File: src/rtl/fme_pkg.sv
// Shared definitions for the fractional motion estimation controller:
// candidate count, centre index, FSM state encoding and the decode from
// candidate index to a (dx, dy) offset on the 3x3 search grid.
package fme_pkg;

    localparam int         NUM_CAND   = 9;
    localparam logic [3:0] CENTER_IDX = 4'd4;

    typedef enum logic [2:0] {
        IDLE,
        HIP,
        HSATD,
        HLATCH,
        QIP,
        QSATD,
        DONE
    } fme_state_e;

    typedef struct packed {
        logic signed [1:0] dx;
        logic signed [1:0] dy;
    } cand_off_t;

    // Row-major 3x3 grid: dx = (idx mod 3) - 1, dy = (idx div 3) - 1.
    // Anything outside 0..8 decodes to the centre (zero offset).
    function automatic cand_off_t cand_offset(input logic [3:0] idx);
        cand_off_t off;
        off.dx = 2'sb00;
        off.dy = 2'sb00;
        case (idx)
            4'd0: begin off.dx = -2'sd1; off.dy = -2'sd1; end
            4'd1: begin off.dx =  2'sd0; off.dy = -2'sd1; end
            4'd2: begin off.dx =  2'sd1; off.dy = -2'sd1; end
            4'd3: begin off.dx = -2'sd1; off.dy =  2'sd0; end
            4'd4: begin off.dx =  2'sd0; off.dy =  2'sd0; end
            4'd5: begin off.dx =  2'sd1; off.dy =  2'sd0; end
            4'd6: begin off.dx = -2'sd1; off.dy =  2'sd1; end
            4'd7: begin off.dx =  2'sd0; off.dy =  2'sd1; end
            4'd8: begin off.dx =  2'sd1; off.dy =  2'sd1; end
            default: begin off.dx = 2'sd0; off.dy = 2'sd0; end
        endcase
        return off;
    endfunction

endpackage

File: src/rtl/fme_ctrl.sv
// Fractional motion estimation sequencer: runs half-pel interpolation and
// SATD over 9 candidates, latches the half-pel winner, repeats at quarter-pel,
// then combines both winners with the integer MV into a quarter-pel MV.
// The refined MV and error flag are presented during the done cycle and then
// held in registers until the next completed block.
module fme_ctrl #(
    parameter int HIP_CYC  = 4,
    parameter int QIP_CYC  = 1,
    parameter int SATD_LAT = 2
) (
    input  logic        clk,
    input  logic        rst,
    input  logic        start,
    input  logic        abort,
    input  logic [7:0]  int_mv_x,
    input  logic [7:0]  int_mv_y,
    input  logic [3:0]  best,
    output logic        hip_start,
    output logic        satd_rst1,
    output logic        satd_rst2,
    output logic        quat_en,
    output logic [3:0]  cand_idx,
    output logic        busy,
    output logic        done,
    output logic        best_err,
    output logic [10:0] mv_x,
    output logic [10:0] mv_y
);
    import fme_pkg::*;

    localparam int SATD_CYC = NUM_CAND + SATD_LAT;
    localparam int MAX_HQ   = (HIP_CYC > QIP_CYC) ? HIP_CYC : QIP_CYC;
    localparam int MAX_CYC  = (MAX_HQ > SATD_CYC) ? MAX_HQ : SATD_CYC;
    localparam int CNT_W    = $clog2(MAX_CYC + 1);

    localparam logic [CNT_W-1:0] HIP_LAST  = CNT_W'(HIP_CYC - 1);
    localparam logic [CNT_W-1:0] QIP_LAST  = CNT_W'(QIP_CYC - 1);
    localparam logic [CNT_W-1:0] SATD_LAST = CNT_W'(SATD_CYC - 1);
    localparam logic [CNT_W-1:0] CAND_END  = CNT_W'(NUM_CAND);
    localparam logic [3:0]       LAST_IDX  = 4'(NUM_CAND - 1);

    fme_state_e       state_q, state_d;
    logic [CNT_W-1:0] cnt_q, cnt_d;
    logic [7:0]       int_x_q, int_x_d;
    logic [7:0]       int_y_q, int_y_d;
    logic [3:0]       half_best_q, half_best_d;
    logic             half_err_q, half_err_d;
    logic [10:0]      mv_x_q, mv_x_d;
    logic [10:0]      mv_y_q, mv_y_d;
    logic             best_err_q, best_err_d;

    logic [3:0]  best_s;
    logic        best_bad;
    logic [3:0]  sweep_idx;
    cand_off_t   half_off;
    cand_off_t   quat_off;
    logic [10:0] mv_x_new;
    logic [10:0] mv_y_new;

    // Clamp the engine's answer into range and build the refined MV from it.
    always_comb begin
        best_bad  = (best > LAST_IDX);
        best_s    = best_bad ? CENTER_IDX : best;
        sweep_idx = (cnt_q < CAND_END) ? 4'(cnt_q) : LAST_IDX;
        half_off  = cand_offset(half_best_q);
        quat_off  = cand_offset(best_s);
        mv_x_new  = {int_x_q[7], int_x_q, 2'b00}
                  + {{8{half_off.dx[1]}}, half_off.dx, 1'b0}
                  + {{9{quat_off.dx[1]}}, quat_off.dx};
        mv_y_new  = {int_y_q[7], int_y_q, 2'b00}
                  + {{8{half_off.dy[1]}}, half_off.dy, 1'b0}
                  + {{9{quat_off.dy[1]}}, quat_off.dy};
    end

    // Next-state, datapath updates and Moore outputs, with abort and reset overrides last.
    always_comb begin
        state_d     = state_q;
        cnt_d       = cnt_q;
        int_x_d     = int_x_q;
        int_y_d     = int_y_q;
        half_best_d = half_best_q;
        half_err_d  = half_err_q;
        mv_x_d      = mv_x_q;
        mv_y_d      = mv_y_q;
        best_err_d  = best_err_q;

        hip_start = 1'b0;
        satd_rst1 = 1'b1;
        satd_rst2 = 1'b1;
        quat_en   = 1'b0;
        cand_idx  = 4'd0;
        busy      = (state_q != IDLE);
        done      = 1'b0;
        best_err  = best_err_q;
        mv_x      = mv_x_q;
        mv_y      = mv_y_q;

        case (state_q)
            IDLE: begin
                if (start) begin
                    state_d    = HIP;
                    cnt_d      = '0;
                    int_x_d    = int_mv_x;
                    int_y_d    = int_mv_y;
                    best_err_d = 1'b0;
                end
            end
            HIP: begin
                hip_start = (cnt_q == '0);
                if (cnt_q == HIP_LAST) begin
                    state_d = HSATD;
                    cnt_d   = '0;
                end else begin
                    cnt_d = cnt_q + CNT_W'(1);
                end
            end
            HSATD: begin
                satd_rst1 = 1'b0;
                cand_idx  = sweep_idx;
                if (cnt_q == SATD_LAST) begin
                    state_d = HLATCH;
                    cnt_d   = '0;
                end else begin
                    cnt_d = cnt_q + CNT_W'(1);
                end
            end
            HLATCH: begin
                half_best_d = best_s;
                half_err_d  = best_bad;
                state_d     = QIP;
                cnt_d       = '0;
            end
            QIP: begin
                quat_en = 1'b1;
                if (cnt_q == QIP_LAST) begin
                    state_d = QSATD;
                    cnt_d   = '0;
                end else begin
                    cnt_d = cnt_q + CNT_W'(1);
                end
            end
            QSATD: begin
                quat_en   = 1'b1;
                satd_rst2 = 1'b0;
                cand_idx  = sweep_idx;
                if (cnt_q == SATD_LAST) begin
                    state_d = DONE;
                    cnt_d   = '0;
                end else begin
                    cnt_d = cnt_q + CNT_W'(1);
                end
            end
            DONE: begin
                done       = 1'b1;
                mv_x_d     = mv_x_new;
                mv_y_d     = mv_y_new;
                best_err_d = half_err_q | best_bad;
                mv_x       = mv_x_new;
                mv_y       = mv_y_new;
                best_err   = half_err_q | best_bad;
                state_d    = IDLE;
                cnt_d      = '0;
            end
            default: begin
                state_d = IDLE;
                cnt_d   = '0;
            end
        endcase

        if (abort && (state_q != IDLE)) begin
            state_d    = IDLE;
            cnt_d      = '0;
            mv_x_d     = mv_x_q;
            mv_y_d     = mv_y_q;
            best_err_d = best_err_q;
            hip_start  = 1'b0;
            satd_rst1  = 1'b1;
            satd_rst2  = 1'b1;
            quat_en    = 1'b0;
            cand_idx   = 4'd0;
            done       = 1'b0;
            best_err   = best_err_q;
            mv_x       = mv_x_q;
            mv_y       = mv_y_q;
        end

        if (rst) begin
            hip_start = 1'b0;
            satd_rst1 = 1'b1;
            satd_rst2 = 1'b1;
            quat_en   = 1'b0;
            cand_idx  = 4'd0;
            busy      = 1'b0;
            done      = 1'b0;
            best_err  = 1'b0;
            mv_x      = 11'd0;
            mv_y      = 11'd0;
        end
    end

    // State and datapath registers, cleared by synchronous reset.
    always_ff @(posedge clk) begin
        if (rst) begin
            state_q     <= IDLE;
            cnt_q       <= '0;
            int_x_q     <= 8'd0;
            int_y_q     <= 8'd0;
            half_best_q <= CENTER_IDX;
            half_err_q  <= 1'b0;
            mv_x_q      <= 11'd0;
            mv_y_q      <= 11'd0;
            best_err_q  <= 1'b0;
        end else begin
            state_q     <= state_d;
            cnt_q       <= cnt_d;
            int_x_q     <= int_x_d;
            int_y_q     <= int_y_d;
            half_best_q <= half_best_d;
            half_err_q  <= half_err_d;
            mv_x_q      <= mv_x_d;
            mv_y_q      <= mv_y_d;
            best_err_q  <= best_err_d;
        end
    end

endmodule

File: config.mk
export PLATFORM = sky130hd
export DESIGN_NAME = fme_ctrl
export DESIGN_NICKNAME = d
export VERILOG_FILES = /design/src/rtl/fme_pkg.sv /design/src/rtl/fme_ctrl.sv
export SDC_FILE = /design/constraint.sdc
export NUM_CORES = 1
export LEC_CHECK = 0
export ABC_CLOCK_PERIOD_IN_PS = 5800
export CAP_MARGIN = 40
export CORE_MARGIN = 3
export CORE_UTILIZATION = 54
export DETAILED_ROUTE_END_ITERATION = 10
export PLACE_DENSITY = 0.82
export SLEW_MARGIN = 10
export SYNTH_ARGS = -nofsm -noshare
export SYNTH_HDL_FRONTEND = slang
export SYNTH_SLANG_ARGS = --single-unit
File: constraint.sdc
create_clock -name clk -period 5.8 [get_ports clk]
set_input_delay 0.87 -clock clk [delete_from_list [all_inputs] [get_ports clk]]
set_output_delay 0.87 -clock clk [all_outputs]
set_load 0.01 [all_outputs]
-- Yosys cells after proc, flatten, opt, wreduce, memory -nomap -nowiden
Memories as Yosys holds them, arrays and structs flattened. A register that Yosys moved wholly into a read port is not among the register bits.
Cells that the tools add are included.
- bits in registers: 51
- ROM bits: 128
- input port bits: 24
- output and inout port bits: 33
- logic and storage cells: 89
- memories kept: 2
- memories (name ; depth ; width ; read ports ; clocked after memory_dff ; write ports ; line ; source):
    (no name shown) ; 16 ; 4 ; 1 ; 1 ; 0 ; fme_pkg.sv:30 ; case (idx)
    (no name shown) ; 16 ; 4 ; 1 ; 0 ; 0 ; fme_pkg.sv:30 ;
- $add $sub $neg: 5
- $lt $le $gt $ge: 2
- equal/unequal tests: 13
- muxes and demuxes: 45
- bitwise logic cells: 2
- reduce and logical (&&, ||, !) cells: 11
- operator list (kind ; count):
    two-way mux 11 bit ; 6
    two-way mux 4 bit ; 11
    adder 10 x 3 -> 11 bit ; 2
    adder 11 bit ; 2
    two-way mux 1 bit ; 20
    one-hot mux 3 bit (6 select lines) ; 1
    one-hot mux 4 bit (4 select lines) ; 1
    two-way mux 3 bit ; 5
    inequality test 2 bit (second input constant) ; 5
    == test 3 bit (second input constant) ; 3
    == test 3 x 2 -> 1 bit (second input constant) ; 2
    OR reduction 2 bit ; 3
    AND reduction 5 bit ; 1
    adder 4 x 1 -> 4 bit (second input constant) ; 1
    == test 4 x 2 -> 1 bit (second input constant) ; 1
    == test 4 bit (second input constant) ; 1
    greater-than comparator 4 bit (second input constant) ; 1
    logical NOT 4 bit ; 1
    < comparator 4 bit (second input constant) ; 1
    == test 3 x 1 -> 1 bit (second input constant) ; 1
    logical NOT 3 bit ; 1
    AND reduction 3 bit ; 1
    nonzero test 3 bit ; 1
    one-hot mux 1 bit (2 select lines) ; 1
    other kinds (5) ; 5

-- Depth between registers and ports, before layout
Gate-level depths: netlist of the first run.
An unclocked memory read counts as a cell.
- word-level depth: 7
- gate-level depth with buffers: 15

-- Least setup slack after synthesis of the first run
No wires, ideal clock.
- path type: input to output
- from: input best[3]
- to: output mv_y[10]
- arrival time: 4.341 ns
- data required time: 4.930 ns
- path slack: 0.589 ns
- stages on the path: 14
- buffers on the path: 1
- cell sequence: clkbuf_1 -> nand2b_1 -> inv_1 -> ha_1 -> nor3_1 -> fa_1 -> ha_1 -> inv_1 -> fa_1 -> nand2b_1 -> a21oi_1 -> o21ai_0 -> xnor2_1 -> a211oi_1
- cells in the longest elaborated chain, start to end: 7
- ends and longest elaborated chain (item ; line ; source):
    from (decl) ; fme_ctrl.sv:17 ; input logic [3:0] best,
    greater-than comparator 4 bit ; fme_ctrl.sv:62 ; best_bad = (best > LAST_IDX);
    two-way mux 4 bit ; fme_ctrl.sv:63 ; best_s = best_bad ? CENTER_IDX : best;
    net best_s[0] ; fme_ctrl.sv:52 ; logic [3:0] best_s;
    memory read (16 x 4 bit) ; n/a ;
    adder 11 bit ; fme_ctrl.sv:72 ; + {{9{quat_off.dy[1]}}, quat_off.dy};
    two-way mux 11 bit ; n/a ;
    two-way mux 11 bit ; fme_ctrl.sv:170 ; if (abort && (state_q != IDLE)) begin
    two-way mux 11 bit ; fme_ctrl.sv:187 ; if (rst) begin
    to (decl) ; fme_ctrl.sv:27 ; output logic [10:0] mv_y
The timed path passes the listed nets, and every way through them passes these cells.

-- Worst setup path after layout of the first run
- from: input best[3]
- to: output mv_y[9]
The elaborated chain is that of the path after synthesis.

==> results.py, run 1 <==
metrics = {
    "run_status": {
        "status": "finished, final reports clean",
    },
    "place": {
        "place_congestion": 0.9107,
        "place_hpwl_um": 6221,
        "placement.io_buffers": 56,
        "dp_cell_count": 560,
    },
    "sta": {
        "hold_violation_total_from_the_final_report": 0,
        "finalClockSkew_ps": 12.08,
        "worst_pin_slew_ps": 788.1,
        "finalCritPeriodShare_pct": 95.33,
        "tns_ps": 0,
        "max_clock_freq_mhz": 180.9,
        "max_slew_margin_pct": 47.01,
        "layout_min_cycle_time_ps": 5529,
        "setup_viol": 0,
        "final_report_max_slew_violation_count": 0,
        "setup_repair_after_global_routing_missed_its_margin": "false",
    },
    "cts": {
        "clockBufferDepth": 2,
        "cts_htree_levels": 2,
        "path_clk_slew_ps": 110,
        "cts.sinks": 55,
        "count_of_buffers_added_by_post_cts_timing_repair_for_setup": 0,
        "cts_tree": "done",
        "cts_made_buffers": 5,
        "cts-root-buf": "clkbuf_8",
        "worstSkewPairLatency_ps": 320,
    },
    "detailed_routing": {
        "ant_nets": 0,
        "route.detailed.wl_per_inst_um": 14.56,
        "first_iter_violations": 113,
        "vias_per_cell": 5.754,
        "first_pass_iters": 5,
        "post-route-drc-count": 0,
        "route.vias.total": 3268,
        "route.final.wire_length_um": 8272,
    },
    "layout": {
        "number_of_filler_instances_in_the_final_layout": 518,
        "multiInputGateArea_sq_um": 2364,
        "layoutNonFillerInstCount": 568,
        "finish.utilization_pct": 67.70,
        "antenna_cells_inserted": 0,
        "syn2layout_area_growth_pct": 19.99,
        "seq_area_sq_um": 1101,
        "post_route_cells_drive_above_1_share_pct": 5.092,
        "final_nets": 562,
    },
    "critical_path": {
        "endpoint_kind": "output pin",
        "crit_family": "buffers and inverters",
        "timing.critical_path.fanout_max": 9,
        "cp_num_buf_inv": 4,
        "crit_chain": "clkdlybuf4s50_1, nand2b_1, inv_1, ha_1, nor3_1, buf_4, fa_1, ha_1, a211oi_1, nor2_1, o21ai_1, nor4_1, a211o_1, clkdlybuf4s50_1",
        "critPathKind": "input port to output pin",
        "critical_path.reg2reg.startpoint": "half_off[1]$_SDFF_PP0_",
        "worst_setup_path_start_kind": "input port",
        "setup.reg_to_reg.worst_slack_ps": 3050,
        "worstSetupStartpoint": "best[3]",
        "cp_slowest_cell": "clkdlybuf4s50_1",
        "worst_path_largest_cell_delay_ps": 570,
        "critical_path_required_ps": 4930,
        "worst-endpoint-arrival_ps": 4660,
    },
    "logic_synthesis": {
        "synth_sequential_area_ratio_pct": 30.39,
        "ys_async_sr_fraction_pct": 0,
        "synth_edf_count": 0,
        "synth_nets": 513,
        "yosysUniqueCellTypes": 46,
        "mappedNetlistArea_sq_um": 3623,
        "synth-main-ff-cell": "dfxtp_1",
        "average_footprint_of_a_synthesized_cell_sq_um": 8.216,
        "yosys_register_bits": 55,
        "yosys_warnings": 0,
        "syn-instance-count": 441,
    },
    "power": {
        "power-per-cell-area_nw_per_um2": 258.9,
        "vdd_ir_drop_max_mv": 0.1353,
        "total_leakage_power_nw": 1.781,
        "post-layout-total-power_mw": 1.126,
    },
    "floorplan": {
        "core.rowCount": 29,
        "dieWidth_um": 87.92,
        "floorplan.initialDensity_pct": 56.42,
        "dieHeight_um": 87.92,
        "die-area_sq_um": 7729,
        "boundaryPins": 57,
        "core_area_sq_um": 6422,
    },
    "grt": {
        "number_of_global_route_vias_before_repair": 3055,
        "grt_antenna_before_repair": 0,
        "grt_remaining_overflow": 0,
        "gr-usage-all-layers_pct": 22.87,
        "grt_first_pass_wirelength_um": 14120,
        "grt_start_max_net_pins": 45,
    },
    "flow_run": {
        "max_cap_viol_count": 0,
    },
    "worst_hold_path": {
        "hp-class": "register to register",
        "min-delay-start": "mv_y_q[5]$_DFF_P_",
    },
}
## state kept, by name (all words and copies together), names as in the netlist
signal       cells
mv_y_q          11
int_y_q          8
half_off         4
int_x_q          8
best_err_q       1
half_err_q       1
cnt_q            4
state_q          3
mv_x_q          11
half_best_q      4
## cells by family after synthesis
kind of cell	Yosys count	share of synthesized area, %
and+or+nand+nor	176	23.48
AOI/OAI and AO/OA	115	19.51
DFF	55	30.39
adders and majority gates	48	20.30
buffers and inverters	40	4.558
xor gates and xnor gates	5	1.209
muxes	2	0.5525
## layer usage
layer / global-route usage [%] / wire (um) / up-vias
met4: 5.858 / 104 / 0
met5: 0 / 0 / -
met2: 38.36 / 4026 / 86
met3: 3.481 / 404 / 12
li1: - / - / 1644
met1: 30.88 / 3736 / 1526
## cells in the mapped netlist, types with 3 or more instances
library cell  instances  area share [%]
nand2_1              72             7.5
dfxtp_1              55              30
a21oi_1              45             6.2
nor2_1               40             4.1
ha_1                 30              10
fa_1                 18             9.9
o21ai_0              17             2.3
inv_1                15             1.6
a211oi_1             13             2.7
clkbuf_1             12             1.2
nor3_1               11             1.5
nor3b_1              10             2.1
buf_2                 9             1.2
o21ai_1               8             1.1
a31oi_1               7             1.2
nand2b_1              6             1.0
o211ai_1              6             1.2
nand3_1               5            0.69
nor2b_1               5            0.86
nor4b_1               5             1.2
xnor2_1               5             1.2
a21o_1                4            0.83
and2_1                4            0.69
nor4_1                4            0.69
and3b_1               3            0.73
o21a_1                3            0.62
or3_1                 3            0.52
## cells in the final DEF (no fill, tap or decap), drive strengths merged, types with 13 or more instances in the layout
cell           Yosys  routed
nand2             72      72
clkdlybuf4s50      0      50
inv               16      17
fa                18      18
dfxtp             55      55
a211oi            13      13
a21oi             45      45
nor2              40      40
o21ai             25      25
ha                30      30
## worst register-to-register path: cells and delay by family, from the launching register on
family                     cells  cell delay (ps)
AOI/OAI and AO/OA              3              610
DFF                            1              490
xor gates and xnor gates       1              150
buffers and inverters          1               60
adders and majority gates      3             1170
and+or+nand+nor                1              190
## metrics by stage
step / setup WS [ps] / hold slack (ps) / cell area [sq um]
floorplan: 589.2 / 436.5 / 3623
global placement: 126.1 / 444.4 / 4245
detailed placement: 1.877 / 450.2 / 4245
CTS: 34.06 / 465.9 / 4332
global route: 29.42 / 484.7 / 4348
finish: 270.9 / 461.1 / 4348
## power by group
part           switching (mW)  leakage, nW  total, mW  internal, mW
combinational           0.247         1.29      0.436         0.189
clock                   0.134       0.0483      0.220        0.0855
sequential             0.0526        0.446      0.470         0.417
## final timing paths
kind,depth (start not counted),end
min reg2reg,2,mv_y_q[5]$_DFF_P_
min,2,mv_y_q[5]$_DFF_P_
max reg2reg,9,mv_y_q[10]$_DFF_P_
max,14,mv_y[9]
## layout make-up
cell class,count,share of cell area [%]
multi-input cells,346,54.36
flip-flops and latches,55,25.32
repair buffers,66,14.71
well taps,77,2.216
clock buffers,5,1.583
inverters,16,1.381
clock inverters,3,0.4317
## repair_timing
action	CTS	global route
hold endpoints to repair	0	0
hold buffers	0	0
gates resized for setup	1	7
pin swaps	0	1
endpoints found under the setup margin	1	5
No activity file was read; power rests on OpenSTA's default activity.
==> inputs of run 2 (changes only) <==
- CAP_MARGIN: 40 -> default
==> results of run 2 <==
The final DEF is identical to that of run 1; final timing and power are the same.
